## src/rtl/key_pkg.sv

```systemverilog
// Shared key timing definitions: FSM state encoding and default gesture counts
// used by both the debouncer and the gesture decoder.
package key_pkg;

    typedef enum logic [2:0] {
        IDLE   = 3'd0,
        PRESS1 = 3'd1,
        LONG   = 3'd2,
        WAIT2  = 3'd3,
        PRESS2 = 3'd4
    } key_state_t;

    // Defaults assume a 50 MHz system clock
    localparam logic [31:0] DEF_LONG_CNT   = 32'd50_000_000;
    localparam logic [31:0] DEF_DBL_CNT    = 32'd15_000_000;
    localparam logic [31:0] DEF_REPEAT_CNT = 32'd10_000_000;

endpackage

```

## src/rtl/key_event_decoder.sv

```systemverilog
// Turns debounced key press/release strobes into click, double-click,
// long-press and auto-repeat pulses.
module key_event_decoder
    import key_pkg::*;
#(
    parameter logic [31:0] LONG_CNT   = DEF_LONG_CNT,
    parameter logic [31:0] DBL_CNT    = DEF_DBL_CNT,
    parameter logic [31:0] REPEAT_CNT = DEF_REPEAT_CNT
) (
    input  logic sys_clk,
    input  logic sys_rst_n,
    input  logic key_flag,
    input  logic key_value,
    output logic click_pulse,
    output logic double_pulse,
    output logic long_pulse,
    output logic repeat_pulse,
    output logic busy
);

    key_state_t  state;
    key_state_t  state_nxt;
    logic [31:0] cnt;
    logic        press_ev;
    logic        release_ev;
    logic        long_hit;
    logic        dbl_hit;
    logic        rep_hit;
    logic        timed;
    logic        cnt_clr;
    logic        click_nxt;
    logic        double_nxt;
    logic        long_nxt;
    logic        repeat_nxt;

    assign press_ev   = key_flag & ~key_value;
    assign release_ev = key_flag &  key_value;
    assign long_hit   = (cnt == LONG_CNT - 32'd1);
    assign dbl_hit    = (cnt == DBL_CNT - 32'd1);
    assign rep_hit    = (cnt == REPEAT_CNT - 32'd1);
    assign timed      = (state == PRESS1) || (state == LONG) || (state == WAIT2);
    // A repeat tick restarts the period without leaving LONG
    assign cnt_clr    = (state_nxt != state) || repeat_nxt;
    assign busy       = (state != IDLE);

    always_ff @(posedge sys_clk or negedge sys_rst_n) begin
        if (!sys_rst_n) begin
            state        <= IDLE;
            cnt          <= 32'd0;
            click_pulse  <= 1'b0;
            double_pulse <= 1'b0;
            long_pulse   <= 1'b0;
            repeat_pulse <= 1'b0;
        end else begin
            state        <= state_nxt;
            click_pulse  <= click_nxt;
            double_pulse <= double_nxt;
            long_pulse   <= long_nxt;
            repeat_pulse <= repeat_nxt;
            if (cnt_clr) begin
                cnt <= 32'd0;
            end else if (timed) begin
                cnt <= cnt + 32'd1;
            end
        end
    end

    // Key events take priority over a coincident timeout
    always_comb begin
        state_nxt = state;
        case (state)
            IDLE:    if (press_ev) state_nxt = PRESS1;
            PRESS1: begin
                if (release_ev)    state_nxt = WAIT2;
                else if (long_hit) state_nxt = LONG;
            end
            LONG:    if (release_ev) state_nxt = IDLE;
            WAIT2: begin
                if (press_ev)      state_nxt = PRESS2;
                else if (dbl_hit)  state_nxt = IDLE;
            end
            PRESS2:  if (release_ev) state_nxt = IDLE;
            default: state_nxt = IDLE;
        endcase
    end

    always_comb begin
        click_nxt  = 1'b0;
        double_nxt = 1'b0;
        long_nxt   = 1'b0;
        repeat_nxt = 1'b0;
        case (state)
            PRESS1:  long_nxt   = ~release_ev & long_hit;
            LONG:    repeat_nxt = ~release_ev & rep_hit;
            WAIT2:   click_nxt  = ~press_ev & dbl_hit;
            PRESS2:  double_nxt = release_ev;
            default: ;
        endcase
    end

endmodule

```

## config.mk

```make
export PLATFORM = sky130hd
export DESIGN_NAME = key_event_decoder
export DESIGN_NICKNAME = d
export VERILOG_FILES = /design/src/rtl/key_pkg.sv /design/src/rtl/key_event_decoder.sv
export SDC_FILE = /design/constraint.sdc
export NUM_CORES = 1
export LEC_CHECK = 0
export BUFFER_PORTS_ARGS = -buffer_cell sky130_fd_sc_hd__buf_2
export CORE_ASPECT_RATIO = 1.4
export CORE_UTILIZATION = 55
export DETAILED_ROUTE_END_ITERATION = 10
export PLACE_DENSITY = 0.72
export SYNTH_ARGS = -nofsm -noshare
export SYNTH_HDL_FRONTEND = slang
export SYNTH_SLANG_ARGS = --single-unit
```

## constraint.sdc

```tcl
create_clock -name sys_clk -period 3.3 [get_ports sys_clk]
set_input_delay 0.66 -clock sys_clk [delete_from_list [all_inputs] [get_ports sys_clk]]
set_output_delay 0.66 -clock sys_clk [all_outputs]
set_load 0.05 [all_outputs]
```

Word-level counts from Yosys, hierarchy flattened:

Index checks and enable logic that the tools add are counted.

* register bits after elaboration: 39
* output and inout port bits: 5
* word-level logic and storage cells: 43

* $add $sub $neg: 1
* equal/unequal tests: 8
* mux-type cells: 13
* bitwise logic cells: 8
* reductions and logical operators: 7

Operator list (number)
* equality test 32 x 24 -> 1 bit (second input constant): 2
* two-way mux 32 bit: 2
* adder 32 x 1 -> 32 bit (second input constant): 1
* equality test 32 x 26 -> 1 bit (second input constant): 1
* two-way mux 3 bit: 6
* one-hot mux 3 bit (4 select lines): 1
* equality test 3 x 2 -> 1 bit (second input constant): 2
* AND 1 bit: 5
* two-way mux 1 bit: 4
* equality test 3 x 1 -> 1 bit (second input constant): 1
* equality test 3 bit (second input constant): 1
* zero test 3 bit: 1
* logical OR 1 bit: 3
* inequality test 3 bit: 1
* inverter 1 bit: 3
* nonzero test 3 bit: 1
* nonzero test 2 bit: 1
* OR reduction 2 bit: 1

Logic depth before layout (Yosys ltp):

Gate-level depths: netlist (run 1).

* word-level depth: 7
* mapped depth: 8

Worst setup path after synthesis (run 1):

No wires, ideal clock.

* kind: register -> register
* start: register cnt[17]
* end: register cnt[0]
* setup time: 0.122 ns
* arrival time: 2.109 ns
* required time: 3.178 ns
* setup slack: 1.069 ns
* stages on the path, launching flop included: 8
* clock period less this slack: 2.231 ns
* path through: dfrtp_1 -> buf_6 -> or4_1 -> or4_4 -> a21oi_2 -> o221a_4 -> buf_12 -> nor3_2

* cells in the longest elaborated chain, start to end: 7
* elaborated cells on any way between the ends: 14
* those cells by class: eq/ne (4); mux (7); bitwise (1); reduce/logical (2)

RTL lines
* start, declared: RTL line key_event_decoder.sv:23 `logic [31:0] cnt;`
* start signal, assigned: RTL line key_event_decoder.sv:63 `cnt <= cnt + 32'd1;`
* equality test 32 x 24 -> 1 bit or equality test 32 x 26 -> 1 bit (tied branches): RTL line key_event_decoder.sv:39, key_event_decoder.sv:38
* two-way mux 3 bit (on tied branches): RTL line key_event_decoder.sv:80, key_event_decoder.sv:75
* two-way mux 3 bit (on tied branches): RTL line key_event_decoder.sv:79, key_event_decoder.sv:74
* one-hot mux 3 bit (4 select lines): RTL line key_event_decoder.sv:71 `case (state)`
* inequality test 3 bit: RTL line key_event_decoder.sv:43 `assign cnt_clr = (state_nxt != state) || repeat_nxt;`
* logical OR 1 bit *: RTL line key_event_decoder.sv:43
* two-way mux 32 bit or nonzero test 2 bit (tied branches)

Every way passes the cells marked *; elsewhere a longest branch is shown, timed or not.
A chain may end at the register's enable or synchronous reset.

Final worst setup path (run 1):

* start: register cnt[0]
* end: register cnt[11]

* cells in the longest elaborated chain, start to end: 7
* elaborated cells on any way between the ends: 16
* those cells by class: add/sub (1); eq/ne (4); mux (8); bitwise (1); reduce/logical (2)

RTL lines (RTL line)
* equality test 32 x 24 -> 1 bit or equality test 32 x 26 -> 1 bit (tied branches): key_event_decoder.sv:39, key_event_decoder.sv:38
* two-way mux 3 bit (on tied branches): key_event_decoder.sv:80, key_event_decoder.sv:75
* two-way mux 3 bit (on tied branches): key_event_decoder.sv:79, key_event_decoder.sv:74
* one-hot mux 3 bit (4 select lines): key_event_decoder.sv:71
* inequality test 3 bit: key_event_decoder.sv:43
* logical OR 1 bit: key_event_decoder.sv:43
* two-way mux 32 bit or nonzero test 2 bit (tied branches)

Parallel ways exist; a longest one is shown, timed or not. The select of a mux whose other input is x is not followed.

==> reports/qor.yml, run 1 <==
fmax_mhz: 364.3
relSlewSlack: 0.4180
synth-seq-area-share: 0.4025
power_density_mw_per_mm2: 513.9
arrival_ns: 2.90
drive_gt1_frac: 0.2327
synthesis.nets: 243
grt_start_max_net_pins: 40
seqPwrFrac: 0.425
final_antenna_net_count: 0
cap_violations: 0
synth_edf_count: 0
path_class: "reg2reg"
setup_ws_ns: 0.5550
p_int_uw: 817.7
place_congestion: 0.8522
setup_viol: 0
whs_ns: 0.4674
ys_warn_count: 0
yosys_most_used_dff: "dfrtp_1"
ios: 9
path_clk_slew_ns: 0.07
synth_seq_cells: 39
power_switching_uw: 495.9
nNetsFinal: 249
ir_worst_vdd_uv: 298.5
clock_power_share: 0.270
dr.first_iter.drc_count: 118
grt_pass1_wl_um: 8107
fin_tns_setup_ns: 0
finalMaxSlewViolations: 0
finalHoldViolCount: 0
avgRoutedWirePerCell_um: 15.81
syn-cell-area_sq_mm: 0.002425
ctsHtreeMaxLevel: 2
clockBufferDepth: 2
cts_made_buffers: 5
die_h_um: 80.57
rsz0062_at_grt: "false"
p_leak_nw: 1.041
end_kind: "flip-flop"
core_region_area_sq_mm: 0.004239
syn_to_final_growth_pct: 5.418
hold_class: "in2async"
clkLatencyLatePin_ns: 0.30
dieWidth_um: 58.12
via_per_inst: 5.856
status: "finished, final reports clean"
async_reset_ff_frac: 1.000
avgSynthCellArea_sq_um: 10.19
max_stage_delay_ns: 0.64
grt-ovfl-total: 0
wirelength_um: 4821
cp.required_ns: 3.46
dieArea_sq_mm: 0.004682
grt_pass1_vias: 1752
antennaDiodeCount: 0
combPwrFrac: 0.305
post-dp-hpwl_um: 3354
cts_resized: 0
cts-root-buf: "clkbuf_8"
post-place-ws_ns: 0.5487
fill_cells: 368
r2r_cells: 7
swShare: 0.3775
cts_num_sinks: 39
cp_slowest_cell: "o21ai_4"
cts_hold_buf: 0
cts_tree: "yes"
rows: 28
dr.pass1.iters: 6
cp_cell_sequence: "ha_1 > nor4b_1 > nand3_1 > or4_1 > o21ai_4 > buf_4 > nor3_2"
start_util: 0.5720
skew_ns: 0.007219
tightestPinTransition_ns: 0.8730
grt.total_usage: 0.2311
antenna_found_initial: 0
post_cts_buffers: 0
post-route-min-period_ns: 2.745
period_share: 0.8318
io_buffers: 8
synth_cell_types: 48
vias: 1786
drc: 0
cp_max_fo: 18
start_kind: "flip-flop"
synth_cells: 238
logic make-up (layout without fill, tap and decap cells):
group           Yosys count  in the layout  share of synthesized area
simple gates            132            132                     0.3653
flops                    39             39                     0.4025
xor+xnor                 33             33                     0.1192
buf+inv                  17             24                    0.05624
compound gates           15             15                    0.04748
fa+ha+maj                 1              1                   0.005159
mux                       1              1                   0.004128
worst max-delay path, delay by kind of cell, from the launching register on:
family	cells	cell delay [ns]
adder cells (fa/ha/maj)	1	0.22
AND/OR/NAND/NOR	4	1.03
buffers and inverters	1	0.31
AO/OA/AOI/OAI	1	0.64
flip-flops	1	0.41
stage by stage:
stage	cell area [sq um]	instances	utilization	total power, mW
floorplan	2425	238	-	0.9689
global placement	2456	297	0.5794	0.9650
detailed placement	2456	297	0.5794	0.9734
CTS	2556	305	0.6030	1.327
global route	2556	305	0.6030	1.388
finish	2556	305	0.6030	1.314
Yosys cell counts, types with 5 or more instances:
cell	n	area share
dfrtp_1	39	0.40
nor3_2	30	0.12
and3_1	5	0.013
xor2_1	16	0.058
nand2_1	17	0.026
nand4_1	12	0.031
nor2_1	12	0.019
or3_1	5	0.013
nand3_1	15	0.031
nor3_1	8	0.017
xnor2_1	17	0.061
and4_1	5	0.018
area by class of cell:
type	count	area, sq um	area share
repair buffers	12	70.07	0.02741
clock buffers	8	100.1	0.03916
inverters	4	15.01	0.005874
multi-input cells	182	1320	0.5164
flip-flops and latches	39	975.9	0.3818
well taps	60	75.07	0.02937
worst paths after layout:
kind	slack, ns	start	endpoint
max reg2reg	0.56	cnt[0]	cnt[11]
min reg2reg	0.60	cnt[31]	cnt[31]
min in group sys_clk	0.60	cnt[31]	cnt[31]
max	0.56	cnt[0]	cnt[11]
max in group asynchronous	2.27	sys_rst_n	cnt[15]
min	0.47	sys_rst_n	state[2]
sequential cells by signal (all words and copies together) (netlist names):
signal,cells
repeat_pulse,1
double_pulse,1
long_pulse,1
cnt,32
click_pulse,1
state,3
layout by cell type, fill, tap and decap left out, types with 2 or more instances in the layout:
master,Yosys,routed
and4_1,5,5
nand3_1,15,15
buf_4,1,4
or3_1,5,5
o21ai_0,2,2
nand4_1,12,12
nor3_2,30,30
nor4_1,4,4
nor3_1,8,8
a21oi_1,2,2
xnor2_1,17,17
nand2b_1,2,2
nor2_1,12,12
buf_2,3,8
or4_1,3,3
and2_1,2,2
o21bai_1,2,2
nor2b_1,2,2
xor2_1,16,16
dfrtp_1,39,39
nand2_1,17,17
and3_1,5,5
nor4b_1,2,2
clkbuf_8,0,7
inv_1,4,4
power by group through the flow:
stage | Sequential [mW] | Clock, mW | Combinational (mW)
after detailed placement | 0.566 | 0 | 0.408
after global routing | 0.564 | 0.383 | 0.441
after CTS | 0.557 | 0.362 | 0.408
final | 0.558 | 0.354 | 0.401
after global placement | 0.565 | 0 | 0.400
after floorplan | 0.537 | 0 | 0.432
layer usage:
layer	track usage	vias up	part of all wire
met2	0.3920	38	0.51
li1	-	876	-
met5	0	-	0
met1	0.2711	863	0.44
met4	0.1167	0	0.019
met3	0.04831	9	0.033
(Power assumes the default switching activity.)
==> run 2, diff against run 1 <==
clock period = 2.7 ns   (was 3.3 ns; I/O delays follow)
==> reports/qor.yml, run 2 (same netlist as run 1, synthesis figures left out) <==
status: "finished, final reports clean"
cts_resized: 0
largest_reg_flops: 32
fmax_mhz: 396.8
cp_max_fo: 24
via_per_inst: 5.782
wl_met3_um: 145
antenna_found_initial: 0
cp_slowest_cell: "or4_1"
syn_to_final_growth_pct: 8.411
cp.required_ns: 2.88
finalMaxSlewViolations: 0
ctsHtreeMaxLevel: 2
power_density_mw_per_mm2: 659.4
power_switching_uw: 629.5
setup_viol: 0
vias: 1781
swShare: 0.3632
dieWidth_um: 58.12
p_leak_nw: 1.074
relSlewSlack: 0.4326
setup_ws_ns: 0.1801
grt_start_max_net_pins: 40
routed.top_layer: "met4"
end_kind: "flip-flop"
cts_num_sinks: 39
period_share: 0.9333
cp_cell_sequence: "ha_1 > nor4b_1 > nand3_1 > or4_1 > o21ai_4 > buf_12 > nor3b_1"
postLayoutCellArea_sq_mm: 0.002629
drive_gt1_frac: 0.2460
ios: 9
io_buffers: 8
cts_made_buffers: 5
cts_hold_buf: 0
antennaDiodeCount: 0
final_cell_mix: "39 x dfrtp_1, 30 x nor3_2, 17 x nand2_1, 17 x xnor2_1, 16 x xor2_1"
place_congestion: 0.8332
clock_power_share: 0.279
path_clk_slew_ns: 0.08
ir_worst_vdd_uv: 466.6
die_h_um: 80.57
seqPwrFrac: 0.393
cap_violations: 0
skew_ns: 0.008102
rsz0062_at_grt: "false"
grt_pass1_vias: 1848
cts-root-buf: "clkbuf_8"
avgRoutedWirePerCell_um: 15.55
max_stage_delay_ns: 0.61
post-place-ws_ns: 0.1997
core_region_area_sq_mm: 0.004239
fill_cells: 363
clockBufferDepth: 2
start_kind: "flip-flop"
whs_ns: 0.3508
mostFrequentLayoutCell: "dfrtp_1"
grt.total_usage: 0.2304
met2_length_um: 2506
start_util: 0.5720
post_cts_buffers: 0
tightestPinTransition_ns: 0.8510
drc: 0
fin_tns_setup_ns: 0
p_int_mw: 1.104
dieArea_sq_mm: 0.004682
nNetsFinal: 252
rows: 28
post-dp-hpwl_um: 3424
path_class: "reg2reg"
dr.first_iter.drc_count: 110
combPwrFrac: 0.328
hold_class: "in2async"
regMostFlops: "cnt"
finalHoldViolCount: 0
clkLatencyLatePin_ns: 0.29
final_antenna_net_count: 0
arrival_ns: 2.70
m1WireLength_um: 2040
grt-ovfl-total: 0
wirelength_um: 4790
post-route-min-period_ns: 2.520
reg_top3: "cnt: 32 flops, state: 3 flops"
grt_pass1_wl_um: 8183
dr.pass1.iters: 4
cts_tree: "yes"
placed_area_sq_mm: 0.002516
-- run 2: cell types whose count changed in the layout (fill, tap and decap cells not counted) --
cell,previous run,this run
buf_12,0,3
bufinv_16,0,1
clkbuf_1,1,0
clkbuf_8,7,5
clkinv_2,0,1
clkinv_4,0,1
-- run 2: worst paths after layout --
check / start / to / slack [ns] / depth (start not counted)
setup / recovery: cnt[0] / cnt[5] / 0.18 / 7
hold / removal: sys_rst_n / long_pulse / 0.35 / 1
setup reg to reg: cnt[0] / cnt[5] / 0.18 / 7
hold reg to reg: cnt[31] / cnt[31] / 0.59 / 2
max in group asynchronous: sys_rst_n / cnt[17] / 1.82 / 1
min in group sys_clk: cnt[31] / cnt[31] / 0.59 / 2
-- run 2: worst max-delay path, delay by kind of cell (launching register included) --
| kind | cells | cell delay (ns) |
|---|---|---|
| flops | 1 | 0.41 |
| buf+inv | 1 | 0.25 |
| fa+ha+maj | 1 | 0.21 |
| compound gates | 1 | 0.43 |
| simple gates | 4 | 1.10 |
-- run 2: metrics by stage --
stage / std cells / power, mW / utilization
4_1_cts: 308 / 1.755 / 0.6201
5_1_grt: 308 / 1.835 / 0.6201
3_3_place_gp: 300 / 1.261 / 0.5936
2_1_floorplan: 238 / 1.184 / -
3_5_place_dp: 300 / 1.265 / 0.5936
6_report: 308 / 1.733 / 0.6201
-- run 2: area by class of cell --
class | count | area (sq um) | area share
multi-input combinational | 182 | 1320 | 0.5021
sequential | 39 | 975.9 | 0.3713
timing repair buffer | 15 | 130.1 | 0.04950
tap | 60 | 75.07 | 0.02856
clock buffer | 5 | 68.82 | 0.02618
clock inverter | 3 | 43.79 | 0.01666
inverter | 4 | 15.01 | 0.005712
-- run 2: power groups by stage --
| stage | registers, mW | clock network, mW | logic (mW) |
|---|---|---|---|
| 2_1_floorplan | 0.656 | 0 | 0.528 |
| 3_3_place_gp | 0.691 | 0 | 0.570 |
| 3_5_place_dp | 0.693 | 0 | 0.572 |
| 4_1_cts | 0.682 | 0.499 | 0.574 |
| 5_1_grt | 0.690 | 0.525 | 0.621 |
| 6_report | 0.682 | 0.483 | 0.568 |
-- run 2: per-layer routing --
metal | vias to the layer above | track usage
li1 | 873 | -
met3 | 10 | 0.05636
met5 | - | 0
met4 | 0 | 0.1071
met2 | 32 | 0.3954
met1 | 866 | 0.2646
==> run 3, diff against run 2 <==
ABC_AREA = 1   (was not set)
==> reports/qor.yml, run 3 <==
synthesis.nets: 331
tightestPinTransition_ns: 0.8493
r2r_cells: 13
drc: 0
dr.pass1.iters: 4
cp_max_fo: 16
synth_edf_count: 0
final_antenna_net_count: 0
yosysTopAreaCellShare: 0.3652
path_clk_slew_ns: 0.08
post-dp-hpwl_um: 3940
dieWidth_um: 60.92
skew_ns: 0.008832
end_kind: "flip-flop"
yosys_most_used_dff: "dfrtp_1"
start_kind: "flip-flop"
post-place-ws_ns: 0.4042
grt-ovfl-total: 0
cts_made_buffers: 5
antenna_found_initial: 0
grt_pass1_vias: 1976
via_per_inst: 5.012
start_util: 0.5800
ctsHtreeMaxLevel: 2
clkLatencyLatePin_ns: 0.29
power_density_mw_per_mm2: 649.6
relSlewSlack: 0.4338
regArea_sq_um: 975.9
final_cell_mix: "65 x nand2_1, 42 x inv_1, 41 x nor2_1, 39 x dfrtp_1, 33 x nor2_4"
rrSetupSlack_ns: 0.56
critPathLaunch: "cnt[28]"
ir_worst_vdd_uv: 472.1
drive_gt1_frac: 0.2235
cp.required_ns: 2.87
post_cts_buffers: 0
cap_violations: 0
synth_cell_types: 27
nNetsFinal: 344
fill_cells: 426
syn-cell-area_sq_mm: 0.002673
setup_viol: 0
avgSynthCellArea_sq_um: 8.198
async_reset_ff_frac: 1.000
avgRoutedWirePerCell_um: 12.51
endpoint: "cnt[19]"
yosysMostFrequentCell: "nand2_1"
clockBufferDepth: 2
place_congestion: 0.8877
post-route-min-period_ns: 2.135
cts_tree: "yes"
whs_ns: 0.3588
ys_warn_count: 0
arrival_ns: 2.31
cts-root-buf: "clkbuf_8"
reg_top3: "cnt: 32 flops, state: 3 flops"
vias: 2015
p_leak_nw: 1.155
setup_ws_ns: 0.5645
dr.first_iter.drc_count: 82
wirelength_um: 5029
synth_seq_cells: 39
synth_top_area_cell: "dfrtp_1"
synth-seq-area-share: 0.3652
rr_endpoint: "cnt[19]"
core_region_area_sq_mm: 0.004608
dieArea_sq_mm: 0.005146
cts_hold_buf: 0
rsz0062_at_grt: "false"
grt_pass1_wl_um: 8666
rows: 29
finalHoldViolCount: 0
status: "finished, final reports clean"
synth_commonest_cells: "65 x nand2_1, 42 x inv_1, 41 x nor2_1"
reg2reg_from: "cnt[28]"
fin_tns_setup_ns: 0
fmax_mhz: 468.3
grt.total_usage: 0.2247
synth_cells: 326
multi_input_area_sq_mm: 0.001458
path_class: "reg2reg"
mostFrequentLayoutCell: "nand2_1"
hold_class: "in2async"
syn_to_final_growth_pct: 6.133
antennaDiodeCount: 0
cts_num_sinks: 39
finalMaxSlewViolations: 0
cts_resized: 0
regMostFlops: "cnt"
yosys-top-cells-area: "dfrtp_1 37%, nor2_4 14%, nand2_1 9.1%, xor2_1 7.2%, inv_1 5.9%"
io_buffers: 8
period_share: 0.7909
die_h_um: 84.48
largest_reg_flops: 32
grt_start_max_net_pins: 40
ios: 9
run 3: cells by family (layout without fill, tap and decap cells):
logic type / Yosys count / after routing / share of synthesized area
adders and majority gates: 1 / 1 / 0.004681
buffers and inverters: 50 / 64 / 0.08942
and+or+nand+nor: 205 / 205 / 0.4452
muxes: 1 / 1 / 0.003745
DFF: 39 / 39 / 0.3652
AOI/OAI and AO/OA: 6 / 6 / 0.01311
xor gates and xnor gates: 24 / 24 / 0.07865
run 3: report_power, final:
group	switching, mW	total (mW)	internal, mW
logic	0.619	0.820	0.201
clock network	0.193	0.374	0.181
registers	0.0383	0.648	0.610
total	0.850	1.84	0.992
run 3: cell type report:
class / count / area share
multi-input combinational: 237 / 0.5139
sequential: 39 / 0.3441
inverter: 45 / 0.05955
tap: 62 / 0.02735
clock buffer: 7 / 0.02691
timing repair buffer: 11 / 0.02647
clock inverter: 1 / 0.001764
run 3: metrics by stage:
stage	cell area [sq um]	util	std cells	total power [mW]
3_3_place_gp	2755	0.5979	394	1.482
2_1_floorplan	2673	-	326	1.457
4_1_cts	2836	0.6155	402	1.865
5_1_grt	2836	0.6155	402	1.944
6_report	2836	0.6155	402	1.843
3_5_place_dp	2755	0.5979	394	1.492
run 3: how the worst min path moves through the flow:
stage | endpoint | depth (start not counted) | startpoint | slack [ns]
finish | cnt[6] | 1 | sys_rst_n | 0.36
global route | cnt[13] | 1 | sys_rst_n | 0.44
CTS | cnt[11] | 1 | sys_rst_n | 0.39
detailed placement | long_pulse | 1 | state[2] | 0.53
global placement | long_pulse | 1 | state[2] | 0.54
floorplan | click_pulse | 0 | sys_rst_n | 0.24
run 3: worst max-delay path, cell delays in order, from the launching register on:
cell,delay [ns]
dfrtp_1,0.42
inv_1,0.09
nand2_1,0.07
nor2_1,0.16
nand2_1,0.14
nor2_1,0.11
nand2_1,0.08
nand2_2,0.10
nand2_1,0.06
o21ai_1,0.11
nor2_1,0.07
nand2_4,0.29
buf_12,0.27
nor2_4,0.04
run 3: layer usage:
layer | wire, um | up-vias | part of all wire | track usage
met4 | 99 | 0 | 0.020 | 0.08471
met3 | 129 | 9 | 0.026 | 0.03852
met1 | 2258 | 936 | 0.45 | 0.2772
li1 | - | 1039 | - | -
met2 | 2541 | 31 | 0.51 | 0.3796
met5 | 0 | - | 0 | 0
